$ cat config.mk
export PLATFORM = sky130hd
export DESIGN_NAME = seg_scan_capture
export DESIGN_NICKNAME = d
export VERILOG_FILES = /design/src/rtl/seg_scan_capture.sv
export SDC_FILE = /design/constraint.sdc
export NUM_CORES = 1
export LEC_CHECK = 0
export CAP_MARGIN = 30
export CORE_MARGIN = 2
export CORE_UTILIZATION = 57
export CTS_BUF_LIST = sky130_fd_sc_hd__clkbuf_2 sky130_fd_sc_hd__clkbuf_4 sky130_fd_sc_hd__clkbuf_8
export DETAILED_ROUTE_END_ITERATION = 7
export GPL_ROUTABILITY_DRIVEN = 0
export PLACE_DENSITY = 0.81
export SYNTH_ARGS = -nofsm -noshare
export SYNTH_HDL_FRONTEND = slang
export SYNTH_SLANG_ARGS = --single-unit
$ cat constraint.sdc
create_clock -name clk -period 3.3 [get_ports clk]
set_input_delay 0.66 -clock clk [delete_from_list [all_inputs] [get_ports clk]]
set_output_delay 0.66 -clock clk [all_outputs]
set_load 0.03 [all_outputs]
$ cat src/rtl/seg_scan_capture.sv
// Readback receiver for the multiplexed 7-segment scan bus: deglitches each digit dwell,
// decodes glyphs to hex and reassembles 4-digit frames. Define SEG_SYNC_EN to add a 2-flop input synchroniser.
module seg_scan_capture #(
  parameter int STABLE_CYCLES  = 4,
  parameter bit SEG_ACTIVE_LOW = 1'b1,
  parameter bit AN_ACTIVE_LOW  = 1'b1
) (
  input  logic        clk,
  input  logic        rst,
  input  logic [7:0]  seg_in,
  input  logic [3:0]  an_in,
  output logic [15:0] digits,
  output logic [3:0]  dp,
  output logic [3:0]  glyph_err,
  output logic        frame_valid,
  output logic [7:0]  frame_count
);

  localparam logic [7:0] STABLE_TC = 8'(STABLE_CYCLES);

  logic [7:0] seg_pre;
  logic [3:0] an_pre;

`ifdef SEG_SYNC_EN
  logic [7:0] seg_s1, seg_s2;
  logic [3:0] an_s1, an_s2;

  always_ff @(posedge clk) begin
    if (rst) begin
      seg_s1 <= 8'h00;
      seg_s2 <= 8'h00;
      an_s1  <= 4'h0;
      an_s2  <= 4'h0;
    end else begin
      seg_s1 <= seg_in;
      seg_s2 <= seg_s1;
      an_s1  <= an_in;
      an_s2  <= an_s1;
    end
  end

  assign seg_pre = seg_s2;
  assign an_pre  = an_s2;
`else
  assign seg_pre = seg_in;
  assign an_pre  = an_in;
`endif

  logic [7:0]  seg_q;
  logic [3:0]  an_q;
  logic [11:0] prev_pair;
  logic [7:0]  seg_n;
  logic [3:0]  an_n;
  logic [11:0] cur_pair;

  assign seg_n    = SEG_ACTIVE_LOW ? ~seg_q : seg_q;
  assign an_n     = AN_ACTIVE_LOW  ? ~an_q  : an_q;
  assign cur_pair = {an_n, seg_n};

  logic       an_valid;
  logic [1:0] an_idx;

  always_comb begin
    an_valid = 1'b0;
    an_idx   = 2'd0;
    case (an_n)
      4'b0001: begin an_valid = 1'b1; an_idx = 2'd0; end
      4'b0010: begin an_valid = 1'b1; an_idx = 2'd1; end
      4'b0100: begin an_valid = 1'b1; an_idx = 2'd2; end
      4'b1000: begin an_valid = 1'b1; an_idx = 2'd3; end
      default: begin an_valid = 1'b0; an_idx = 2'd0; end
    endcase
  end

  // Returns {err, nibble}; unknown patterns decode to nibble 0 with err set.
  function automatic logic [4:0] decode_glyph(input logic [6:0] s);
    case (s)
      7'h3F:   return 5'h00;
      7'h06:   return 5'h01;
      7'h5B:   return 5'h02;
      7'h4F:   return 5'h03;
      7'h66:   return 5'h04;
      7'h6D:   return 5'h05;
      7'h7D:   return 5'h06;
      7'h07:   return 5'h07;
      7'h7F:   return 5'h08;
      7'h6F:   return 5'h09;
      7'h77:   return 5'h0A;
      7'h7C:   return 5'h0B;
      7'h39:   return 5'h0C;
      7'h5E:   return 5'h0D;
      7'h79:   return 5'h0E;
      7'h71:   return 5'h0F;
      default: return 5'h10;
    endcase
  endfunction

  logic [4:0] glyph;
  assign glyph = decode_glyph(seg_n[6:0]);

  logic [7:0] cnt, cnt_nxt;
  logic       captured, captured_nxt;
  logic       capture;

  // The captured flag limits each dwell to a single capture while the count sits saturated.
  always_comb begin
    cnt_nxt      = cnt;
    captured_nxt = captured;
    capture      = 1'b0;
    if (!an_valid) begin
      cnt_nxt      = 8'd0;
      captured_nxt = 1'b0;
    end else if (cur_pair != prev_pair) begin
      cnt_nxt      = 8'd1;
      captured_nxt = 1'b0;
    end else begin
      if (cnt < STABLE_TC)
        cnt_nxt = cnt + 8'd1;
      if (!captured && (cnt_nxt == STABLE_TC)) begin
        capture      = 1'b1;
        captured_nxt = 1'b1;
      end
    end
  end

  logic [3:0]  seen, seen_nxt;
  logic        frame_done;
  logic [15:0] sh_dig;
  logic [3:0]  sh_dp, sh_err;

  assign frame_done = &seen;

  // A capture landing on the completion edge belongs to the next frame.
  always_comb begin
    seen_nxt = frame_done ? 4'h0 : seen;
    if (capture)
      seen_nxt[an_idx] = 1'b1;
  end

  always_ff @(posedge clk) begin
    if (rst) begin
      seg_q       <= 8'h00;
      an_q        <= 4'h0;
      prev_pair   <= 12'h000;
      cnt         <= 8'd0;
      captured    <= 1'b0;
      seen        <= 4'h0;
      sh_dig      <= 16'h0000;
      sh_dp       <= 4'h0;
      sh_err      <= 4'h0;
      digits      <= 16'h0000;
      dp          <= 4'h0;
      glyph_err   <= 4'h0;
      frame_valid <= 1'b0;
      frame_count <= 8'd0;
    end else begin
      seg_q       <= seg_pre;
      an_q        <= an_pre;
      prev_pair   <= cur_pair;
      cnt         <= cnt_nxt;
      captured    <= captured_nxt;
      seen        <= seen_nxt;
      frame_valid <= frame_done;
      if (capture) begin
        sh_dig[{an_idx, 2'b00} +: 4] <= glyph[3:0];
        sh_dp[an_idx]                <= seg_n[7];
        sh_err[an_idx]               <= glyph[4];
      end
      if (frame_done) begin
        digits      <= sh_dig;
        dp          <= sh_dp;
        glyph_err   <= sh_err;
        frame_count <= frame_count + 8'd1;
      end
    end
  end

endmodule

# --- Word level (Yosys, flattened, before mapping) ---
# Index checks and enable logic that the tools add are counted.
word_totals:
  reg_bits: 94
  output_inout_bits: 33
classes:
  add_sub_neg: 3
  order_cmp: 3
  n_eq_ne: 22
  shifts: 2
  mux: 17
  bitwise_logic: 4
  reduce_logical: 7
op_table:
  columns: ["operator", "n"]
  rows:
  - ["$eq 7x7->1 const B", 12]
  - ["$pmux 5 s16", 1]
  - ["$mux 8", 3]
  - ["$add 8x1->8 const B", 2]
  - ["$bwmux 16", 1]
  - ["$shift 4x6->16 const A", 1]
  - ["$shiftx 4x6->16", 1]
  - ["$eq 7x3->1 const B", 2]
  - ["$eq 7x6->1 const B", 2]
  - ["$ne 12x12->1", 1]
  - ["$bwmux 4", 2]
  - ["$eq 8x3->1 const B", 1]
  - ["$lt 8x3->1 const B", 1]
  - ["$mux 4", 2]
  - ["$not 8->8", 1]
  - ["$mux 1", 6]
  - ["$neg 4->6", 1]
  - ["$pmux 2 s3", 1]
  - ["$eq 4x1->1 const B", 1]
  - ["$eq 4x2->1 const B", 1]
  - ["$eq 4x3->1 const B", 1]
  - ["$eq 4x4->1 const B", 1]
  - ["$not 4->4", 1]
  - ["$or 4x4->4", 1]
  - ["10 further kinds", 11]

# --- Logic depth before layout (Yosys ltp) ---
depth:
  word_depth: 11
  depth_mapped: 8

# --- Worst setup path before layout ---
# Ideal clock, no wire load.
synth_timing:
  path_type: "flip-flop to flip-flop"
  from: "register cnt[0]"
  to: "register sh_dig[5]"
  setup_ns: 0.123
  t_arrival_ns: 1.865
  required_ns: 3.177
  path_slack_ns: 1.312
  path_stages_with_launch: 7
  synth_period_minus_slack_ns: 1.988
  path_cell_list: "dfxtp_1 > ha_1 > nor4bb_1 > a21oi_1 > nor3_2 > nand3_2 > mux2_1"
synth_via:
  elab_chain_len: 9
synth_lines:
  columns: ["element", "line_no", "source"]
  rows:
  - ["from (decl)", "101", "logic [7:0] cnt, cnt_nxt;"]
  - ["from (signal assigned)", "160", "cnt <= cnt_nxt;"]
  - ["$add 8x1->8 or $lt 8x3->1 (tied branches)", "118, 117", null]
  - ["$mux 8 *", "117", "if (cnt < STABLE_TC)"]
  - ["$mux 8 *", "113", "end else if (cur_pair != prev_pair) begin"]
  - ["$mux 8 *", "110", "if (!an_valid) begin"]
  - ["$eq 8x3->1 *", "119", "if (!captured && (cnt_nxt == STABLE_TC)) begin"]
  - ["$logic_and 1x1->1 *", "119", null]
  - ["$mux 1 *", "119", null]
  - ["$mux 1 *", "113", null]
  - ["$mux 1 *", "110", null]
  - ["to (signal, indexed assignment)", "165", "sh_dig[{an_idx, 2'b00} +: 4] <= glyph[3:0];"]
  - ["to (decl)", "128", "logic [15:0] sh_dig;"]
# Every way passes the cells marked *; elsewhere a longest branch is shown, timed or not. The select of a mux whose other input is x is not followed.
# A chain may end at the register's enable or synchronous reset.

# --- Final worst setup path ---
layout_timing:
  from: "register seg_q[0]"
  to: "register sh_dig[5]"
layout_via:
  elab_chain_len: 5
layout_lines:
  columns: ["element", "line_no", "source"]
  rows:
  - ["from (decl)", "49", "logic [7:0] seg_q;"]
  - ["from (signal assigned)", "157", "seg_q <= seg_pre;"]
  - ["$not 8->8 *", "56", "assign seg_n = SEG_ACTIVE_LOW ? ~seg_q : seg_q;"]
  - ["$eq 7x7->1 (tied with other cells)", "77", "case (s)"]
  - ["$pmux 5 s16", "77", null]
  - ["$shiftx 4x6->16", "165", null]
  - ["$bwmux 16", "165", null]
# Every way passes the cells marked *; elsewhere a longest branch is shown, timed or not.

==> results.md <==
- Status: complete, no violations
- FF/Latch Area: 1882 sq um
- Setup ws final: 0.8850 ns
- Area of the multi-input gates: 1969 sq um
- Syn avg cell area: 9.079 sq um
- Slew HR: 52.57%
- Via count: 3077
- Detailed Route Iter0 Violations: 140
- Sequential element share of the synthesized area: 47.43%
- M3 GR Usage: 5.118%
- Mapped Area: 3968 sq um
- Drt total wl: 7542 um
- CTS Hold Bufs: 0
- Wire length per cell after detailed routing: 13.59 um
- H-Tree Depth: 3
- GR peak layer: met2
- Core box area: 6756 sq um
- Synth cell count leaders: 94 x dfxtp_1, 64 x nand2_1, 34 x a21oi_1, 29 x nor2_1, 23 x clkbuf_1
- Synth Flop Type: dfxtp_1
- Initial Util: 58.72%
- EDFF count, synth: 0
- Final ANT Viol Nets: 0
- Max FO, Critical Path: 18
- Worst slack, placed: 0.9064 ns
- Final Max Tran Viols: 0
- Worst-skew pair later-pin latency: 0.35 ns
- N_diodes: 0
- Post-synth top area share: 47.43%
- CTS tree: yes
- Yosys top cell by area: dfxtp_1
- Drt pass-1 iters: 4
- Worst vdd ir: 0.0003366 V
- Fin. Hold Viols: 0
- Grt met1 use: 27.06%
- Synth Warn #: 0
- Cts repair resizes: 0
- Measured slew at the worst slew-check pin: 0.7093 ns
- # IOs: 47
- Critical Path RT: 3.54 ns
- # fillers: 532
- RSZ-0062 raised after global routing: no
- Static Leak: 1.882 nW
- Rows: 30
- Synth unique cells: 48
- Vias per cell: 5.544
- Clock Tree Root: clkbuf_8
- Setup bufs post-CTS: 0
- FMAX: 0.4141 GHz
- Largest net degree at the start of global routing: 37
- Crit path DAT: 2.65 ns
- Total Power: 2.164 mW
- Port buffer count: 46
- DP Wirelength: 5242 um
- Worst Setup Start Kind: flop
- Setup_tns: 0 ns
- Met2 usage: 34.71%
- Seq cells post-synth: 94
- First-pass GRT wire length: 12740 um
- Longest Clk Path Bufs: 2
- Max cap viols: 0
- Total gr overflow: 0
- Post-Syn Nets: 460
- Period utilization: 73.18%
- GRT Resource Usage Total: 21.06%
- Die ar.: 7644 sq um
- Die width: 87.43 um
- Final core occ: 69.61%
- Ys async rst share: 0%
- Clock Pin Slew Worst Setup and Hold Paths: 0.09 ns
- Critical path type: flop to flop
- Vias in the first global route: 2862
- Sink Count: 94
- Num CTS Buffers: 9
- Post-layout nets: 494
- Die outline height: 87.43 um
- CP Capture Type: flop
- Share of cells above drive strength 1: 5.895%
- Min cycle time layout: 2.415 ns
- HP Class: flop to flop
- Worst Clk Skew: 0.01027 ns
- Most common cell in the netlist: dfxtp_1
- Number of setup violations in the final report: 0
- Synthesis-to-finish area growth: 18.54%
- Synth Instances: 437
- Main area contributors after synthesis: dfxtp_1 47%, nand2_1 6.1%, a21oi_1 4.3%
- Power per cell area: 460.1 nW/um^2
- DRC: 0
- Initial antenna violation count: 0
## cells in the final DEF, fill, tap and decap left out, types with 4 or more instances in the layout
cell             Yosys  final
clkdlybuf4s50_1      0     45
nor2_1              29     29
clkbuf_8             0      9
nand2_1             64     64
a21oi_1             34     34
nand2b_1            20     20
xor2_1              19     19
mux2i_1             16     16
nor2b_1             20     20
o32ai_1              5      5
mux2_1               5      5
nor3_1               8      8
xnor2_1              4      4
and2_1               5      5
dfxtp_1             94     94
o21ai_0              7      7
nand3_1              9      9
and3_1               9      9
ha_1                 9      9
nand4_1             13     13
## state kept, by name, indices dropped and copies added, names as in the netlist
| name | cells |
|---|---|
| an_q | 4 |
| captured | 1 |
| cnt | 8 |
| digits | 16 |
| dp | 4 |
| frame_count | 8 |
| frame_valid | 1 |
| glyph_err | 4 |
| prev_pair | 12 |
| seen | 4 |
| seg_q | 8 |
| sh_dig | 16 |
| sh_dp | 4 |
| sh_err | 4 |
## power breakdown
group	internal, mW	leakage (nW)	switching (mW)
Clock	0.499	0.115	0.381
Sequential	1.15	0.764	0.0261
Combinational	0.0497	1.00	0.0572
## critical path, cell delays in order (launching register included)
cell     delay, ns
dfxtp_1       0.67
xor2_1        0.23
nand4_1       0.18
nor4_4        0.64
nand3_2       0.24
mux2_1        0.36
## through the flow
step           area, sq um  cells  hold WS [ns]
2_1_floorplan         3968    437        0.4274
3_3_place_gp          4441    539        0.4429
3_5_place_dp          4441    539        0.4470
4_1_cts               4676    554        0.4591
5_1_grt               4703    555        0.4768
6_report              4703    555        0.4524
## area by class of cell
type                       count  area share (%)
multi-input combinational    313           41.87
sequential                    94           40.01
timing repair buffer          50           10.75
clock buffer                   9           2.634
clock inverter                 6           2.368
tap                           80           2.128
inverter                       3          0.2394
## metal layers
layer / share of wire [%] / vias to the layer above
met5: 0 / -
met1: 47 / 1450
li1: - / 1557
met3: 3.6 / 6
met4: 1.2 / 0
met2: 48 / 64
## cell families after synthesis
family,after synthesis,share of synthesized area (%)
flops,94,47.43
mux,21,5.456
buf+inv,30,2.933
simple gates,199,27.06
xor+xnor,23,5.077
compound gates,61,9.208
fa+ha+maj,9,2.838
## final timing paths
check,slack [ns],depth (start not counted),end,startpoint
min,0.45,2,digits[0]$_SDFFE_PP0P_,sh_dig[0]$_SDFFE_PP0P_
min reg2reg,0.45,2,digits[0]$_SDFFE_PP0P_,sh_dig[0]$_SDFFE_PP0P_
max reg2reg,0.89,5,sh_dig[5]$_SDFFE_PP0P_,seg_q[0]$_SDFF_PP0_
max,0.89,5,sh_dig[5]$_SDFFE_PP0P_,seg_q[0]$_SDFF_PP0_
Power figures use the tool's default switching activity.
